`src/rtl/ctrl_pkg.sv`:
```
// Shared decode constants: opcodes, ALU select codes, control-word layout and FSM encoding.
// Also holds the output bundle type and a helper for conditional-branch words.
package ctrl_pkg;

  localparam logic [3:0] OpJc    = 4'd0;
  localparam logic [3:0] OpJnc   = 4'd1;
  localparam logic [3:0] OpCmpi  = 4'd2;
  localparam logic [3:0] OpCmpm  = 4'd3;
  localparam logic [3:0] OpLit   = 4'd4;
  localparam logic [3:0] OpIn    = 4'd5;
  localparam logic [3:0] OpLd    = 4'd6;
  localparam logic [3:0] OpSt    = 4'd7;
  localparam logic [3:0] OpJz    = 4'd8;
  localparam logic [3:0] OpJnz   = 4'd9;
  localparam logic [3:0] OpAddi  = 4'd10;
  localparam logic [3:0] OpAddm  = 4'd11;
  localparam logic [3:0] OpJmp   = 4'd12;
  localparam logic [3:0] OpOut   = 4'd13;
  localparam logic [3:0] OpNandi = 4'd14;
  localparam logic [3:0] OpNandm = 4'd15;

  localparam logic [2:0] SCmp  = 3'b001;
  localparam logic [2:0] SPass = 3'b010;
  localparam logic [2:0] SAdd  = 3'b011;
  localparam logic [2:0] SNand = 3'b100;

  // 13-bit control word; field order fixes the bit positions (inc_pc is bit 12, s is [2:0]).
  typedef struct packed {
    logic       inc_pc;
    logic       load_pc;
    logic       load_a;
    logic       load_flags;
    logic       cs_ram;
    logic       we_ram;
    logic       oe_alu;
    logic       oe_in;
    logic       oe_oprnd;
    logic       load_out;
    logic [2:0] s;
  } ctrl_word_t;

  typedef enum logic [1:0] {
    StFetch = 2'd0,
    StExec  = 2'd1,
    StHalt  = 2'd2
  } state_e;

  typedef struct packed {
    ctrl_word_t word;
    logic       phase;
    logic       halted;
    logic       bus_error;
  } dec_out_t;

  function automatic ctrl_word_t branch_word(input logic taken);
    ctrl_word_t w;
    w         = '0;
    w.oe_alu  = 1'b1;
    w.load_pc = taken;
    w.inc_pc  = ~taken;
    return w;
  endfunction

endpackage

```
`src/rtl/decode_seq_if.sv`:
```
// Datapath-facing bundle of the sequencer: opcode/flags/handshake in, strobes and status out.
interface decode_seq_if #(
  parameter int unsigned OPCODE_W = 4
) ();
  logic [OPCODE_W-1:0] Instr;
  logic                C_flag;
  logic                Z_flag;
  logic                halt;
  logic                mem_ready;
  logic                IncPC;
  logic                LoadPC;
  logic                LoadA;
  logic                LoadFlags;
  logic                CsRAM;
  logic                WeRAM;
  logic                OeALU;
  logic                OeIN;
  logic                OeOprnd;
  logic                LoadOut;
  logic [2:0]          S;
  logic                Phase;
  logic                halted;
  logic                bus_error;

  modport master (
    output Instr, C_flag, Z_flag, halt, mem_ready,
    input  IncPC, LoadPC, LoadA, LoadFlags, CsRAM, WeRAM, OeALU, OeIN, OeOprnd, LoadOut,
    input  S, Phase, halted, bus_error
  );

  modport slave (
    input  Instr, C_flag, Z_flag, halt, mem_ready,
    output IncPC, LoadPC, LoadA, LoadFlags, CsRAM, WeRAM, OeALU, OeIN, OeOprnd, LoadOut,
    output S, Phase, halted, bus_error
  );
endinterface

```
`src/rtl/ctrl_rom.sv`:
```
// Combinational opcode + flags to control-word table used during the execute phase.
module ctrl_rom
  import ctrl_pkg::*;
#(
  parameter int unsigned OPCODE_W = 4
) (
  input  logic [OPCODE_W-1:0] instr_i,
  input  logic                c_flag_i,
  input  logic                z_flag_i,
  output ctrl_word_t          word_o
);

  logic       high_nz;
  logic [3:0] op;

  // Any set bit above the base nibble turns the opcode into a NOP.
  assign high_nz = (instr_i >> 4) != '0;
  assign op      = instr_i[3:0];

  always_comb begin
    word_o = '0;
    if (high_nz) begin
      word_o.inc_pc = 1'b1;
      word_o.oe_alu = 1'b1;
    end else begin
      unique case (op)
        OpJc:  word_o = branch_word(c_flag_i);
        OpJnc: word_o = branch_word(~c_flag_i);
        OpJz:  word_o = branch_word(z_flag_i);
        OpJnz: word_o = branch_word(~z_flag_i);
        OpJmp: word_o = branch_word(1'b1);
        OpCmpi: begin
          word_o.load_flags = 1'b1;
          word_o.s          = SCmp;
          word_o.oe_oprnd   = 1'b1;
        end
        OpCmpm: begin
          word_o.inc_pc     = 1'b1;
          word_o.load_flags = 1'b1;
          word_o.s          = SCmp;
          word_o.cs_ram     = 1'b1;
        end
        OpLit, OpIn: begin
          word_o.load_a     = 1'b1;
          word_o.load_flags = 1'b1;
          word_o.s          = SPass;
          word_o.oe_oprnd   = (op == OpLit);
          word_o.oe_in      = (op == OpIn);
        end
        OpLd: begin
          word_o.inc_pc     = 1'b1;
          word_o.load_a     = 1'b1;
          word_o.load_flags = 1'b1;
          word_o.s          = SPass;
          word_o.cs_ram     = 1'b1;
        end
        OpSt: begin
          word_o.inc_pc = 1'b1;
          word_o.cs_ram = 1'b1;
          word_o.we_ram = 1'b1;
          word_o.oe_alu = 1'b1;
        end
        OpAddi, OpNandi: begin
          word_o.load_a     = 1'b1;
          word_o.load_flags = 1'b1;
          word_o.s          = (op == OpAddi) ? SAdd : SNand;
          word_o.oe_oprnd   = 1'b1;
        end
        OpAddm, OpNandm: begin
          word_o.inc_pc     = 1'b1;
          word_o.load_a     = 1'b1;
          word_o.load_flags = 1'b1;
          word_o.s          = (op == OpAddm) ? SAdd : SNand;
          word_o.cs_ram     = 1'b1;
        end
        OpOut: begin
          word_o.oe_alu   = 1'b1;
          word_o.load_out = 1'b1;
        end
        default: begin
          word_o.inc_pc = 1'b1;
          word_o.oe_alu = 1'b1;
        end
      endcase
    end
  end

endmodule

```
`src/rtl/decode_seq.sv`:
```
// FETCH/EXEC/HALT sequencer with RAM wait-state stalling, stall timeout and optional output
// register. The bus error fires on the TIMEOUT-th consecutive stall cycle of one instruction.
module decode_seq
  import ctrl_pkg::*;
#(
  parameter int unsigned OPCODE_W  = 4,
  parameter bit          USE_READY = 1'b0,
  parameter int unsigned TIMEOUT   = 15,
  parameter bit          OUT_REG   = 1'b0
) (
  input logic         clock,
  input logic         reset,
  decode_seq_if.slave bus
);

  localparam logic [7:0] TimeoutCnt = 8'(TIMEOUT);

  state_e     state_q, state_d;
  logic [7:0] stall_q, stall_d, stall_inc;
  logic       err_q, err_d;
  logic       ram_stall;
  ctrl_word_t rom_word;
  dec_out_t   out_c, out_sel;

  ctrl_rom #(
    .OPCODE_W(OPCODE_W)
  ) u_ctrl_rom (
    .instr_i (bus.Instr),
    .c_flag_i(bus.C_flag),
    .z_flag_i(bus.Z_flag),
    .word_o  (rom_word)
  );

  assign stall_inc = stall_q + 8'd1;

  always_comb begin
    state_d       = state_q;
    stall_d       = stall_q;
    err_d         = err_q;
    ram_stall     = 1'b0;
    out_c         = '0;
    out_c.bus_error = err_q;
    unique case (state_q)
      StFetch: begin
        if (bus.halt) begin
          state_d = StHalt;
        end else begin
          out_c.word.inc_pc = 1'b1;
          out_c.word.oe_alu = 1'b1;
          state_d           = StExec;
        end
      end
      StExec: begin
        out_c.phase = 1'b1;
        out_c.word  = rom_word;
        ram_stall   = USE_READY && rom_word.cs_ram && !bus.mem_ready;
        if (ram_stall) begin
          // Hold the access, suppress every state-changing load until RAM answers.
          out_c.word.inc_pc     = 1'b0;
          out_c.word.load_pc    = 1'b0;
          out_c.word.load_a     = 1'b0;
          out_c.word.load_flags = 1'b0;
          out_c.word.load_out   = 1'b0;
          if (stall_inc == TimeoutCnt) begin
            err_d   = 1'b1;
            state_d = StHalt;
            stall_d = '0;
          end else begin
            stall_d = stall_inc;
          end
        end else begin
          state_d = StFetch;
          stall_d = '0;
        end
      end
      StHalt: begin
        out_c.halted = 1'b1;
        if (!bus.halt && !err_q) begin
          state_d = StFetch;
        end
      end
      default: state_d = StFetch;
    endcase
  end

  always_ff @(posedge clock or negedge reset) begin
    if (!reset) begin
      state_q <= StFetch;
      stall_q <= '0;
      err_q   <= 1'b0;
    end else begin
      state_q <= state_d;
      stall_q <= stall_d;
      err_q   <= err_d;
    end
  end

  if (OUT_REG) begin : g_out_reg
    dec_out_t out_q;
    always_ff @(posedge clock or negedge reset) begin
      if (!reset) begin
        out_q <= '0;
      end else begin
        out_q <= out_c;
      end
    end
    assign out_sel = out_q;
  end else begin : g_out_comb
    // State already sits at FETCH during reset; gate so outputs read zero immediately.
    assign out_sel = reset ? out_c : '0;
  end

  assign bus.IncPC     = out_sel.word.inc_pc;
  assign bus.LoadPC    = out_sel.word.load_pc;
  assign bus.LoadA     = out_sel.word.load_a;
  assign bus.LoadFlags = out_sel.word.load_flags;
  assign bus.CsRAM     = out_sel.word.cs_ram;
  assign bus.WeRAM     = out_sel.word.we_ram;
  assign bus.OeALU     = out_sel.word.oe_alu;
  assign bus.OeIN      = out_sel.word.oe_in;
  assign bus.OeOprnd   = out_sel.word.oe_oprnd;
  assign bus.LoadOut   = out_sel.word.load_out;
  assign bus.S         = out_sel.word.s;
  assign bus.Phase     = out_sel.phase;
  assign bus.halted    = out_sel.halted;
  assign bus.bus_error = out_sel.bus_error;

endmodule

```
`src/flat_wrapper.sv`:
```
// flat-port wrapper written by rule: the top's interface ports become plain ports
module decode_seq_flat import ctrl_pkg::*;
#(
  parameter int unsigned OPCODE_W  = 4,
  parameter bit          USE_READY = 1'b0,
  parameter int unsigned TIMEOUT   = 15,
  parameter bit          OUT_REG   = 1'b0
)
  (clock, reset, bus_Instr, bus_C_flag, bus_Z_flag, bus_halt, bus_mem_ready, bus_IncPC, bus_LoadPC, bus_LoadA, bus_LoadFlags, bus_CsRAM, bus_WeRAM, bus_OeALU, bus_OeIN, bus_OeOprnd, bus_LoadOut, bus_S, bus_Phase, bus_halted, bus_bus_error);
  decode_seq_if #(.OPCODE_W(OPCODE_W)) bus_i ();
  input logic clock;
  input logic reset;
  input wire logic [$bits(bus_i.Instr)-1:0] bus_Instr;
  input wire logic [$bits(bus_i.C_flag)-1:0] bus_C_flag;
  input wire logic [$bits(bus_i.Z_flag)-1:0] bus_Z_flag;
  input wire logic [$bits(bus_i.halt)-1:0] bus_halt;
  input wire logic [$bits(bus_i.mem_ready)-1:0] bus_mem_ready;
  output wire logic [$bits(bus_i.IncPC)-1:0] bus_IncPC;
  output wire logic [$bits(bus_i.LoadPC)-1:0] bus_LoadPC;
  output wire logic [$bits(bus_i.LoadA)-1:0] bus_LoadA;
  output wire logic [$bits(bus_i.LoadFlags)-1:0] bus_LoadFlags;
  output wire logic [$bits(bus_i.CsRAM)-1:0] bus_CsRAM;
  output wire logic [$bits(bus_i.WeRAM)-1:0] bus_WeRAM;
  output wire logic [$bits(bus_i.OeALU)-1:0] bus_OeALU;
  output wire logic [$bits(bus_i.OeIN)-1:0] bus_OeIN;
  output wire logic [$bits(bus_i.OeOprnd)-1:0] bus_OeOprnd;
  output wire logic [$bits(bus_i.LoadOut)-1:0] bus_LoadOut;
  output wire logic [$bits(bus_i.S)-1:0] bus_S;
  output wire logic [$bits(bus_i.Phase)-1:0] bus_Phase;
  output wire logic [$bits(bus_i.halted)-1:0] bus_halted;
  output wire logic [$bits(bus_i.bus_error)-1:0] bus_bus_error;
  assign bus_i.Instr = bus_Instr;
  assign bus_i.C_flag = bus_C_flag;
  assign bus_i.Z_flag = bus_Z_flag;
  assign bus_i.halt = bus_halt;
  assign bus_i.mem_ready = bus_mem_ready;
  assign bus_IncPC = bus_i.IncPC;
  assign bus_LoadPC = bus_i.LoadPC;
  assign bus_LoadA = bus_i.LoadA;
  assign bus_LoadFlags = bus_i.LoadFlags;
  assign bus_CsRAM = bus_i.CsRAM;
  assign bus_WeRAM = bus_i.WeRAM;
  assign bus_OeALU = bus_i.OeALU;
  assign bus_OeIN = bus_i.OeIN;
  assign bus_OeOprnd = bus_i.OeOprnd;
  assign bus_LoadOut = bus_i.LoadOut;
  assign bus_S = bus_i.S;
  assign bus_Phase = bus_i.Phase;
  assign bus_halted = bus_i.halted;
  assign bus_bus_error = bus_i.bus_error;
  decode_seq #(.OPCODE_W(OPCODE_W), .USE_READY(USE_READY), .TIMEOUT(TIMEOUT), .OUT_REG(OUT_REG)) u_core (.clock(clock), .reset(reset), .bus(bus_i));
endmodule
```
`config.mk`:
```
export PLATFORM = sky130hd
export DESIGN_NAME = decode_seq_flat
export DESIGN_NICKNAME = d
export VERILOG_FILES = /design/src/rtl/ctrl_pkg.sv /design/src/rtl/decode_seq_if.sv /design/src/rtl/ctrl_rom.sv /design/src/rtl/decode_seq.sv /design/src/flat_wrapper.sv
export SDC_FILE = /design/constraint.sdc
export NUM_CORES = 1
export LEC_CHECK = 0
export BUFFER_PORTS_ARGS = -buffer_cell sky130_fd_sc_hd__buf_4
export CAP_MARGIN = 25
export CORE_AREA = 2 2 39 41
export DETAILED_ROUTE_END_ITERATION = 8
export DIE_AREA = 0 0 41 43
export SLEW_MARGIN = 10
export SYNTH_ARGS = -nofsm -noshare
export SYNTH_HDL_FRONTEND = slang
export SYNTH_SLANG_ARGS = --single-unit
```
`constraint.sdc`:
```
create_clock -name clock -period 1.2 [get_ports clock]
set_input_delay 0.12 -clock clock [delete_from_list [all_inputs] [get_ports clock]]
set_output_delay 0.12 -clock clock [all_outputs]
set_load 0.01 [all_outputs]
```
==> flow_metrics.env <==
export IMPL_outcome="finished, violations left"
export IMPL_violations="negative setup slack"
export IMPL_fp_dieArea_sq_um=1760
export IMPL_std_cell_rows=14
export IMPL_vias_per_cell=4.70
export IMPL_cp_start_kind="register"
export IMPL_grt_pass1_vias=433
export IMPL_die_y_um=43
export IMPL_finalCriticalPeriod_ns=1.49
export IMPL_grtUsageTotal_pct=14.5
export IMPL_setup_ws_ns=-0.295
export IMPL_whs_ns=0.0632
export IMPL_p_leak_nw=0.328
export IMPL_grt_max_degree=10
export IMPL_initial_core_util_pct=22.2
export IMPL_synth_area_sq_um=308
export IMPL_regMostFlops="u_core.state_q"
export IMPL_finalSetupTns_ns=-2.84
export IMPL_antenna_left=0
export IMPL_clock_root_buffer="clkbuf_4"
export IMPL_drc=0
export IMPL_vias=442
export IMPL_required_ns=1.08
export IMPL_peakVddDrop_mv=0.321
export IMPL_port_buffers=23
export IMPL_final_setup_viol_count=14
export IMPL_largest_reg_flops=2
export IMPL_rsz0062_at_grt="yes"
export IMPL_hold_path_class="in -> reg"
export IMPL_fillerInstances=143
export IMPL_fp_coreArea_sq_um=1380
export IMPL_slowest_delay_ns=0.37
export IMPL_path_delay_family="simple AND/OR/NAND/NOR gates"
export IMPL_yosysSeqAreaShare_pct=16.3
export IMPL_min_period_over_period_pct=125
export IMPL_gp_congestion=0.725
export IMPL_synth_nets=55
export IMPL_syn_inst=45
export IMPL_htreeDepth=1
export IMPL_dr_pass1_iters=3
export IMPL_yosys_warnings=0
export IMPL_dpl_hpwl_um=719
export IMPL_cap_violations=0
export IMPL_insertion_delay_ns=0.23
export IMPL_wl_per_cell_um=12.3
export IMPL_top_regs="u_core.state_q (2)"
export IMPL_crit_path_end_kind="primary output"
export IMPL_grt_pass1_wl_mm=1.75
export IMPL_drive_above_1_share_pct=64.1
export IMPL_finClkSkew_ns=0.00657
export IMPL_cts_sinks=2
export IMPL_clockBufferDepth=2
export IMPL_grt_ovfl_total=0
export IMPL_area_delta_synth_final_pct=123
export IMPL_cts_clk_slew_worst_paths_ns=0.03
export IMPL_dr_first_iter_drc_count=4
export IMPL_timing_fmax_mhz=669
export IMPL_cts_buffers=3
export IMPL_path_max_fanout=4
export IMPL_critPathArrivalTime_ns=1.37
export IMPL_antenna_found_initial=0
export IMPL_synth_avg_cell_area_sq_um=6.84
export IMPL_ys_ff_latch=2
export IMPL_power_density_nw_per_um2=595
export IMPL_io_pins=26
export IMPL_path_buf_inv=2
export IMPL_cts_tree="yes"
export IMPL_ys_async_sr_fraction_pct=100
export IMPL_path_cells="buf_4 > nor3_2 > nand2_1 > o311ai_4 > buf_4"
export IMPL_hold_viol_final=0
export IMPL_synth_distinct_cells=27
export IMPL_diodes=0
export IMPL_synth_enable_flop_cells=0
export IMPL_wl_mm=1.16
export IMPL_crit_top_cell="buf_4"
export IMPL_synth_ff_type="dfrtp_1"
export IMPL_critical_path_class="reg -> out"
export IMPL_fp_dieW_um=41
export IMPL_slew_violations=0
export IMPL_nets=90
export IMPL_cp_slowest_cell="dfrtp_1"
==> final cells by class <==
type	count	area (sq um)	share of cell area, %
inverter	3	11.3	1.64
clock buffer	3	22.5	3.28
tap	16	20.0	2.92
timing repair buffer	34	280	40.9
multi-input combinational	36	302	44.0
sequential	2	50.0	7.30
==> timing repair <==
action | CTS | global route
resized for setup | 18 | 7
endpoints found under the hold margin | 2 | 0
setup endpoints to repair | 14 | 15
hold buffers | 1 | 0
buffers inserted | 2 | 0
pin swaps | 3 | 1
==> report_power, final <==
part           total [mW]  internal (mW)  switching [mW]
sequential         0.0779         0.0732         0.00468
clock               0.158          0.111          0.0471
combinational       0.172         0.0877          0.0840
==> stage by stage <==
step	setup slack (ns)	area (sq um)	std cells	utilization, %	total power [mW]
finish	-0.295	686	94	49.5	0.408
floorplan	-0.0802	308	45	-	0.144
global route	-0.370	686	94	49.5	0.437
detailed placement	-0.238	533	88	38.5	0.213
CTS	-0.279	654	94	47.3	0.406
global placement	-0.215	533	88	38.5	0.212
==> synth_stat cells (all sizes together) (2+ instances only) <==
cell / count / share of area (%)
nand2: 7 / 8.5
a21oi: 3 / 4.9
nor3: 3 / 4.9
dfrtp: 2 / 16
inv: 3 / 3.7
nor2: 4 / 4.9
mux2i: 2 / 6.5
buf: 3 / 7.7
nor2b: 2 / 4.1
or2: 2 / 4.1
==> routing by layer <==
metal / vias up / global-route usage (%) / part of all wire, %
met5: - / 0 / 0
met4: 0 / 4.00 / 0
met3: 0 / 4.71 / 8.3
met2: 19 / 23.1 / 51
met1: 202 / 17.8 / 40
li1: 221 / - / -
==> cells in the final DEF (no fill, tap or decap), types with 2 or more instances in the layout <==
cell	n
nor2b_1	2
buf_6	6
mux2i_1	2
nand2_1	7
nor3_1	2
dfrtp_1	2
clkbuf_4	3
buf_4	27
nor2_4	3
inv_1	2
a21oi_2	3
==> logic make-up after synthesis <==
group / share of synthesized area (%)
DFF: 16.3
AOI/OAI and AO/OA: 18.7
buffers and inverters: 12.6
xor gates and xnor gates: 2.85
and+or+nand+nor: 41.9
other: 1.22
muxes: 6.50
==> path summary, 6_finish.rpt <==
check,slack [ns],startpoint,depth (start not counted),endpoint
max in group asynchronous,0.73,reset,3,u_core.state_q[1]$_DFFE_PN0P_
min,0.06,bus_halt,2,u_core.state_q[0]$_DFFE_PN0P_
min in group asynchronous,0.34,reset,3,u_core.state_q[0]$_DFFE_PN0P_
max,-0.29,u_core.state_q[0]$_DFFE_PN0P_,5,bus_IncPC
min reg2reg,0.51,u_core.state_q[1]$_DFFE_PN0P_,1,u_core.state_q[0]$_DFFE_PN0P_
max reg2reg,0.33,u_core.state_q[0]$_DFFE_PN0P_,2,u_core.state_q[0]$_DFFE_PN0P_
Note: power is estimated with default switching activity, not from simulation.
